--- src/rtl/ttt_move_sequencer.sv ---
`default_nettype none
// ============================================================================
// Module   : ttt_move_sequencer
// Brief    : Debounces the next/confirm push-buttons, walks a cursor over
//            cells 1..9 and issues one-cycle move strobes (playX/playO) to
//            the tic-tac-toe game. After each strobe it waits for the game to
//            mark the cell. The block stops for good once the game reports an
//            end (until rst).
// Options  : TTT_AUTOSKIP_EN - cursor skips occupied cells on next, and
//            advances to the next empty cell after an acknowledged move.
// Revision : 1.0 - initial release
// ============================================================================
module ttt_move_sequencer #(
  parameter int DEB_CYCLES   = 4,
  parameter int ACK_TIMEOUT  = 16,
  parameter int FIRST_PLAYER = 0
) (
  input  logic        clk,
  input  logic        rst,
  input  logic        btn_next,
  input  logic        btn_confirm,
  input  logic [17:0] board,
  input  logic [1:0]  who,
  output logic        playX,
  output logic        playO,
  output logic [3:0]  playerX_position,
  output logic [3:0]  playerO_position,
  output logic [3:0]  cursor,
  output logic        turn,
  output logic        err_occupied,
  output logic        err_timeout,
  output logic        game_over
);

  localparam int DEB_W = $clog2(DEB_CYCLES + 1);
  localparam int TMR_W = $clog2(ACK_TIMEOUT + 1);

  localparam logic [DEB_W-1:0] c_deb_last   = DEB_W'(DEB_CYCLES - 1);
  localparam logic [TMR_W-1:0] c_tmr_last   = TMR_W'(ACK_TIMEOUT - 1);
  localparam logic             c_first_turn = (FIRST_PLAYER != 0);

  localparam logic [2:0] c_st_idle  = 3'd0;
  localparam logic [2:0] c_st_setup = 3'd1;
  localparam logic [2:0] c_st_pulse = 3'd2;
  localparam logic [2:0] c_st_wait  = 3'd3;
  localparam logic [2:0] c_st_over  = 3'd4;

  // Two-bit content of cell idx (1..9); out-of-range cells read as empty.
  function automatic logic [1:0] cell_at(input logic [17:0] b, input logic [3:0] idx);
    logic [1:0] r;
    r = 2'b00;
    for (int i = 1; i <= 9; i++) begin
      if (idx == 4'(i)) r = b[2*i-2 +: 2];
    end
    return r;
  endfunction

`ifdef TTT_AUTOSKIP_EN
  // First empty cell after cur, wrapping 9 -> 1; cur itself if none is free.
  function automatic logic [3:0] next_empty(input logic [17:0] b, input logic [3:0] cur);
    logic [3:0] r;
    logic [3:0] c;
    logic       found;
    r     = cur;
    c     = cur;
    found = 1'b0;
    for (int k = 0; k < 8; k++) begin
      c = (c >= 4'd9) ? 4'd1 : c + 4'd1;
      if (!found && (cell_at(b, c) == 2'b00)) begin
        r     = c;
        found = 1'b1;
      end
    end
    return r;
  endfunction
`endif

  // --------------------------------------------------------------------------
  // Button debouncers: bit 0 = next, bit 1 = confirm
  // --------------------------------------------------------------------------
  logic [1:0] btn_raw;
  logic [1:0] btn_rise;

  assign btn_raw = {btn_confirm, btn_next};

  for (genvar gi = 0; gi < 2; gi++) begin : g_deb
    logic [DEB_W-1:0] cnt_q, cnt_d;
    logic             level_q, level_d;
    logic             rise_q, rise_d;

    // Count consecutive raw samples disagreeing with the level; flip on the last one
    always_comb begin
      cnt_d   = '0;
      level_d = level_q;
      if (btn_raw[gi] != level_q) begin
        if (cnt_q == c_deb_last) level_d = btn_raw[gi];
        else                     cnt_d   = cnt_q + 1'b1;
      end
      rise_d = level_d & ~level_q;
    end

    // Debounce state registers
    always_ff @(posedge clk or posedge rst) begin
      if (rst) begin
        cnt_q   <= '0;
        level_q <= 1'b0;
        rise_q  <= 1'b0;
      end else begin
        cnt_q   <= cnt_d;
        level_q <= level_d;
        rise_q  <= rise_d;
      end
    end

    assign btn_rise[gi] = rise_q;
  end

  // --------------------------------------------------------------------------
  // Move FSM and datapath
  // --------------------------------------------------------------------------
  logic [2:0]       state_q, state_d;
  logic [3:0]       cursor_q, cursor_d;
  logic             turn_q, turn_d;
  logic [3:0]       xpos_q, xpos_d;
  logic [3:0]       opos_q, opos_d;
  logic             err_occ_q, err_occ_d;
  logic             err_to_q, err_to_d;
  logic [TMR_W-1:0] timer_q, timer_d;

  logic       w_next_rise;
  logic       w_conf_rise;
  logic       w_game_end;
  logic       w_cur_empty;
  logic [3:0] w_move_cell;
  logic       w_acked;
  logic [3:0] w_cursor_next;

  assign w_next_rise = btn_rise[0];
  assign w_conf_rise = btn_rise[1];
  assign w_game_end  = (who != 2'b00);
  assign w_cur_empty = (cell_at(board, cursor_q) == 2'b00);
  // Only the active side's position is non-zero while a move is in flight.
  assign w_move_cell = xpos_q | opos_q;
  assign w_acked     = (cell_at(board, w_move_cell) != 2'b00);

`ifdef TTT_AUTOSKIP_EN
  assign w_cursor_next = next_empty(board, cursor_q);
`else
  assign w_cursor_next = (cursor_q == 4'd9) ? 4'd1 : cursor_q + 4'd1;
`endif

  // State register
  always_ff @(posedge clk or posedge rst) begin
    if (rst) state_q <= c_st_idle;
    else     state_q <= state_d;
  end

  // Next-state logic; a reported game end overrides everything
  always_comb begin
    state_d = state_q;
    case (state_q)
      c_st_idle:  if (w_conf_rise && w_cur_empty) state_d = c_st_setup;
      c_st_setup: state_d = c_st_pulse;
      c_st_pulse: state_d = c_st_wait;
      c_st_wait:  if (w_acked || (timer_q == c_tmr_last)) state_d = c_st_idle;
      c_st_over:  state_d = c_st_over;
      default:    state_d = c_st_idle;
    endcase
    if (w_game_end) state_d = c_st_over;
  end

  // Datapath next values: cursor, turn, latched positions, error pulses, ack timer
  always_comb begin
    cursor_d  = cursor_q;
    turn_d    = turn_q;
    xpos_d    = xpos_q;
    opos_d    = opos_q;
    err_occ_d = 1'b0;
    err_to_d  = 1'b0;
    timer_d   = '0;
    if (w_game_end || (state_q == c_st_over)) begin
      xpos_d = 4'd0;
      opos_d = 4'd0;
    end else begin
      case (state_q)
        c_st_idle: begin
          // Position is latched on entry so it is already valid during SETUP.
          if (w_conf_rise) begin
            if (w_cur_empty) begin
              if (turn_q) opos_d = cursor_q;
              else        xpos_d = cursor_q;
            end else begin
              err_occ_d = 1'b1;
            end
          end else if (w_next_rise) begin
            cursor_d = w_cursor_next;
          end
        end
        c_st_wait: begin
          timer_d = timer_q + 1'b1;
          if (w_acked) begin
            turn_d = ~turn_q;
            xpos_d = 4'd0;
            opos_d = 4'd0;
`ifdef TTT_AUTOSKIP_EN
            cursor_d = next_empty(board, cursor_q);
`endif
          end else if (timer_q == c_tmr_last) begin
            err_to_d = 1'b1;
            xpos_d   = 4'd0;
            opos_d   = 4'd0;
          end
        end
        default: ;
      endcase
    end
  end

  // Datapath registers
  always_ff @(posedge clk or posedge rst) begin
    if (rst) begin
      cursor_q  <= 4'd1;
      turn_q    <= c_first_turn;
      xpos_q    <= 4'd0;
      opos_q    <= 4'd0;
      err_occ_q <= 1'b0;
      err_to_q  <= 1'b0;
      timer_q   <= '0;
    end else begin
      cursor_q  <= cursor_d;
      turn_q    <= turn_d;
      xpos_q    <= xpos_d;
      opos_q    <= opos_d;
      err_occ_q <= err_occ_d;
      err_to_q  <= err_to_d;
      timer_q   <= timer_d;
    end
  end

  // Output decode: strobes exist only in PULSE, so X and O can never coincide
  always_comb begin
    playX     = (state_q == c_st_pulse) & ~turn_q;
    playO     = (state_q == c_st_pulse) &  turn_q;
    game_over = (state_q == c_st_over);
  end

  assign playerX_position = xpos_q;
  assign playerO_position = opos_q;
  assign cursor           = cursor_q;
  assign turn             = turn_q;
  assign err_occupied     = err_occ_q;
  assign err_timeout      = err_to_q;

endmodule
`default_nettype wire

--- config.mk ---
export PLATFORM = sky130hd
export DESIGN_NAME = ttt_move_sequencer
export DESIGN_NICKNAME = d
export VERILOG_FILES = /design/src/rtl/ttt_move_sequencer.sv
export SDC_FILE = /design/constraint.sdc
export NUM_CORES = 1
export LEC_CHECK = 0
export BUFFER_PORTS_ARGS = -buffer_cell sky130_fd_sc_hd__clkbuf_2
export CELL_PAD_IN_SITES_DETAIL_PLACEMENT = 1
export CELL_PAD_IN_SITES_GLOBAL_PLACEMENT = 1
export CORE_MARGIN = 2
export CORE_UTILIZATION = 43
export DETAILED_ROUTE_END_ITERATION = 8
export GPL_TIMING_DRIVEN = 0
export PLACE_DENSITY = 0.8
export SKIP_LAST_GASP = 1
export SLEW_MARGIN = 0
export SYNTH_ARGS = -nofsm -noshare
export SYNTH_HDL_FRONTEND = slang
export SYNTH_SLANG_ARGS = --single-unit
--- constraint.sdc ---
create_clock -name clk -period 2.8 [get_ports clk]
set_clock_uncertainty 0.05 [all_clocks]
set_input_delay 0.42 -clock clk [delete_from_list [all_inputs] [get_ports clk]]
set_output_delay 0.42 -clock clk [all_outputs]
set_load 0.01 [all_outputs]
Word-level counts from Yosys, hierarchy flattened
Index checks and enable logic that the tools add are counted.

$add $sub $neg: 4. Eq/ne operators: 34. Muxes and demuxes: 53. Bitwise operators: 10. Reductions and logical operators: 13.

Operators with widths (number): two-way mux 4 bit (11); two-way mux 2 bit (18); == test 4 x 3 -> 1 bit, second input constant (8); two-way mux 3 bit (7); inequality test 3 bit, second input constant (6); == test 4 x 2 -> 1 bit, second input constant (4); == test 4 bit, second input constant (4); case mux 4 bit (2 select lines) (2); case mux 3 bit (5 select lines) (1); == test 3 x 2 -> 1 bit, second input constant (4); two-way mux 1 bit (12); two-way mux 5 bit (2); AND reduction 5 bit (2); == test 4 x 1 -> 1 bit, second input constant (2); adder 3 x 1 -> 3 bit, second input constant (2); adder 5 x 1 -> 5 bit, second input constant (1); == test 5 x 4 -> 1 bit, second input constant (1); inverter 1 bit (5); adder 4 x 1 -> 4 bit, second input constant (1); AND 1 bit (4); inequality test 4 bit, second input constant (1); bitwise OR 4 bit (1); AND reduction 4 bit (1); nonzero test 2 bit (2); 10 further kinds (12).

Bits in registers: 33. Input port bits: 24. Output and inout bits: 18. Logic and storage cells: 128.

Depth between registers and ports, before layout
Word-level depth: 16. Depth in mapped cells: 8. Depth with buffers taken out: 7.

Worst setup path before layout
OpenSTA, ideal clock, no wires.

Path kind: register to register. From: register opos_q[3] (netlist: playerO_position[3]). To: register opos_q[0] (netlist: playerO_position[0]). Library setup time: 0.136 ns. Data arrival time: 1.805 ns. Data required time: 2.614 ns. Setup slack: 0.810 ns. Stages on the path, launching flop included: 8. Path buffers: 1. Period minus slack after synthesis: 1.990 ns. Cell sequence: dfrtp_1 -> or2_2 -> or4_1 -> nor3b_1 -> o21ai_0 -> nor2b_1 -> buf_2 -> o22ai_1.

Word-level cells in the longest chain between the ends: 15. Elaborated cells between the ends (all ways): 25. Classes of those cells: eq/ne: 10; mux: 12; bitwise: 1; reduce/logical: 2.

RTL lines: start: declaration (line 125) `logic [3:0] opos_q, opos_d;`; start signal: assignment (line 233) `opos_q <= opos_d;`; bitwise OR 4 bit (*) (line 143) `assign w_move_cell = xpos_q | opos_q;`; == test 4 x 1 -> 1 bit (line 53) `if (idx == 4'(i)) r = b[2*i-2 +: 2];`; two-way mux 2 bit (8 in series) (line 53); two-way mux 2 bit (*) (line 53); nonzero test 2 bit (*) (line 144) `assign w_acked = (cell_at(board, w_move_cell) != 2'b00);`; two-way mux 4 bit (line 201) `if (w_acked) begin`; case mux 4 bit (2 select lines) (line 185) `case (state_q)`; two-way mux 4 bit (line 181) `if (w_game_end || (state_q == c_st_over)) begin`.

Mark *: on every way between the ends. The rest lies on a longest branch, timed or not. A chain may end at the register's enable or synchronous reset.

Final worst setup path
From: register cursor_q[0] (netlist: cursor[0]). To: register opos_q[1] (netlist: playerO_position[1]).

Word-level cells in the longest chain between the ends: 13. Elaborated cells between the ends (all ways): 21. Classes of those cells: eq/ne: 10; mux: 9; reduce/logical: 2.

RTL lines: start: declaration (line 122) `logic [3:0] cursor_q, cursor_d;`; start signal: assignment (line 230) `cursor_q <= cursor_d;`; == test 4 x 1 -> 1 bit (line 53); two-way mux 2 bit (8 in series) (line 53); two-way mux 2 bit (*) (line 53); zero test 2 bit (*) (line 141) `assign w_cur_empty = (cell_at(board, cursor_q) == 2'b00);`; inequality test 3 bit (no line) (*); AND reduction 5 bit (no line) (*).

Marked as above.

==> impl_metrics.yaml <==
drt:
  routed_wl_um: 4590
  viasPerCell: 5.71
  first_iter_violations: 153
  wire_per_inst_um: 16.4
  route.detailed.drc: 0
  dr_total_vias: 1599
  dr.pass1.iters: 4
  antenna_left: 0
sta:
  final-max-slew-violation-count: 0
  rsz0062_at_grt: "false"
  setup_violations: 0
  maxClockFrequency_mhz: 453
  hold_ws_ns: 0.00717
  relSlewSlack: 0.619
  layout_setup_ws_ns: 0.590
  hold_viol: 0
  min_period_ns: 2.21
  worst_slew_pin_slew_ns: 0.568
  setup_tns_ns: 0
  period_share: 0.789
clock_network:
  clock_latency_ns: 0.28
  cts_tree: "done"
  path_clk_slew_ns: 0.07
  clk_path_buf_depth: 2
  cts_resized: 0
  cts_root_buffer: "clkbuf_8"
  clock-sinks: 33
  cts-htree-levels: 2
  postCtsHoldBufs: 0
  postCtsSetupBuffers: 0
  cts_inserted_buffers: 5
placement:
  gp_congestion: 0.874
  dp_cells: 271
  preCtsSetupSlack_ns: 0.585
  io_buffers: 41
  dpl.hpwl_um: 3570
floorplanning:
  die_x_um: 67.5
  pin_count: 42
  die_area_mm2: 0.00456
  start_util: 0.440
  num_rows: 23
  die_y_um: 67.5
  core-area_mm2: 0.00394
grt:
  grtUsageTotal: 0.228
  grt_max_degree: 34
  antenna_found_initial: 0
  grt_pass1_wl_um: 7670
  grt.overflow.total: 0
  grt_pass1_vias: 1709
run_status:
  status: "complete, no violations"
power_and_ir_drop:
  ir_drop_mv: 0.432
  p_leak_nw: 0.949
  powerDensity_mw_per_mm2: 488
layout:
  syn_to_final_growth_pct: 21.6
  layout_common_cells: "clkbuf_2 (41), dfrtp_1 (32), nand2_1 (21), nor2_1 (19), o22ai_1 (11)"
  post-route-util: 0.535
  drive_gt1_frac: 0.257
  layout_commonest_cell: "clkbuf_2"
  nNetsFinal: 257
  fin_cells: 280
  diodes: 0
logic_synthesis:
  synth_top_cell_by_area: "dfrtp_1"
  ys_async_sr_fraction: 1.00
  synth.ff_latch_count: 33
  synth_edf_count: 0
  yosysSeqAreaShare: 0.477
  ys_dominant_reg_cell: "dfrtp_1"
  synth-warning-count: 0
  yosys.area.top_type_share: 0.461
  ys_types: 49
  syn_area_mm2: 0.00174
  synth.area.top_cells: "dfrtp_1 (46%), nand2_1 (4.5%), nor2_1 (4.1%)"
  mappedNetlistNets: 208
  synth_area_per_cell_um2: 9.64
  syn_inst: 180
critical_path:
  required_ns: 2.89
  path_class: "reg2reg"
  start_kind: "register"
  path_max_fanout: 10
  cp.arrival_ns: 2.30
  worstSetupStartpoint: "cursor[0]$_DFFE_PP1P_"
  reg2reg_from: "cursor[0]$_DFFE_PP1P_"
  critPathCaptureType: "register"
worst_hold_path:
  hp-class: "in2async"
flow_run:
  cap_viol_max_count: 0
state kept, by name (all words and copies together) (netlist names):
signal / flops
state_q: 3
timer_q: 5
err_occupied: 1
cursor: 4
playerO_position: 4
playerX_position: 4
err_timeout: 1
g_deb.level_q: 2
g_deb.rise_q: 2
turn: 1
g_deb.cnt_q: 6
report_power, final:
part           switching (W)  internal [W]  leakage [nW]
sequential         0.0000261      0.000518         0.443
clock               0.000165      0.000177        0.0395
combinational      0.0000708     0.0000747         0.467
cells in the mapped netlist (all sizes together), types with 2 or more instances:
cell type   n
xnor2       5
inv         3
ha          4
o22ai      11
nand2b      2
nand2      21
o21a        2
nor4        2
and2        2
o21ai       9
nand3       4
nor2b       3
nor3        6
or2         5
mux2        2
or3         3
o32ai       2
nor2       19
nor3b       8
clkbuf      3
a21oi       6
nor4bb      2
or4         2
dfrtp      32
worst max-delay path: stages (launching register included):
cell and delay (ns):
dfstp_2 0.58, clkbuf_1 0.34, o32ai_1 0.16, a311oi_1 0.48, o21ai_2 0.24, nand2_1 0.13, o22ai_1 0.09
cell families (layout without fill, tap and decap cells):
group / after synthesis / count (layout) / synth area share
compound gates: 43 / 43 / 0.174
fa+ha+maj: 4 / 4 / 0.0288
flops: 33 / 33 / 0.477
simple gates: 85 / 85 / 0.262
xor+xnor: 6 / 6 / 0.0303
buf+inv: 7 / 57 / 0.0159
mux: 2 / 2 / 0.0130
path summary, 6_finish.rpt:
path / endpoint / slack (ns) / depth (start not counted)
min in group clk: g_deb[0].rise_q$_DFF_PP0_ / 0.37 / 2
setup / recovery: playerO_position[1]$_DFFE_PP0P_ / 0.59 / 6
setup reg to reg: playerO_position[1]$_DFFE_PP0P_ / 0.59 / 6
hold / removal: cursor[3]$_DFFE_PP0P_ / 0.007 / 2
hold reg to reg: g_deb[1].cnt_q[0]$_DFF_PP0_ / 0.39 / 1
max in group asynchronous: timer_q[3]$_DFF_PP0_ / 2.27 / 3
final cells by class:
| type | count | area (um2) |
|---|---|---|
| well taps | 50 | 62.6 |
| inverters | 3 | 11.3 |
| repair buffers | 42 | 233 |
| clock buffers | 8 | 80.1 |
| multi-input cells | 140 | 881 |
| flip-flops and latches | 33 | 827 |
| fillers | 487 | 1830 |
| plain buffers | 4 | 16.3 |
metrics by stage:
stage / instance area, um2 / power (W)
after CTS: 2080 / 0.00104
final: 2110 / 0.00103
after floorplan: 1740 / 0.000645
after global routing: 2110 / 0.00109
after detailed placement: 2000 / 0.000697
after global placement: 2000 / 0.000680
per-layer routing:
metal	part of all wire	GRT usage
met1	0.43	0.274
met2	0.49	0.380
met3	0.058	0.0550
met4	0.024	0.115
met5	0	0
(Power assumes the default switching activity.)
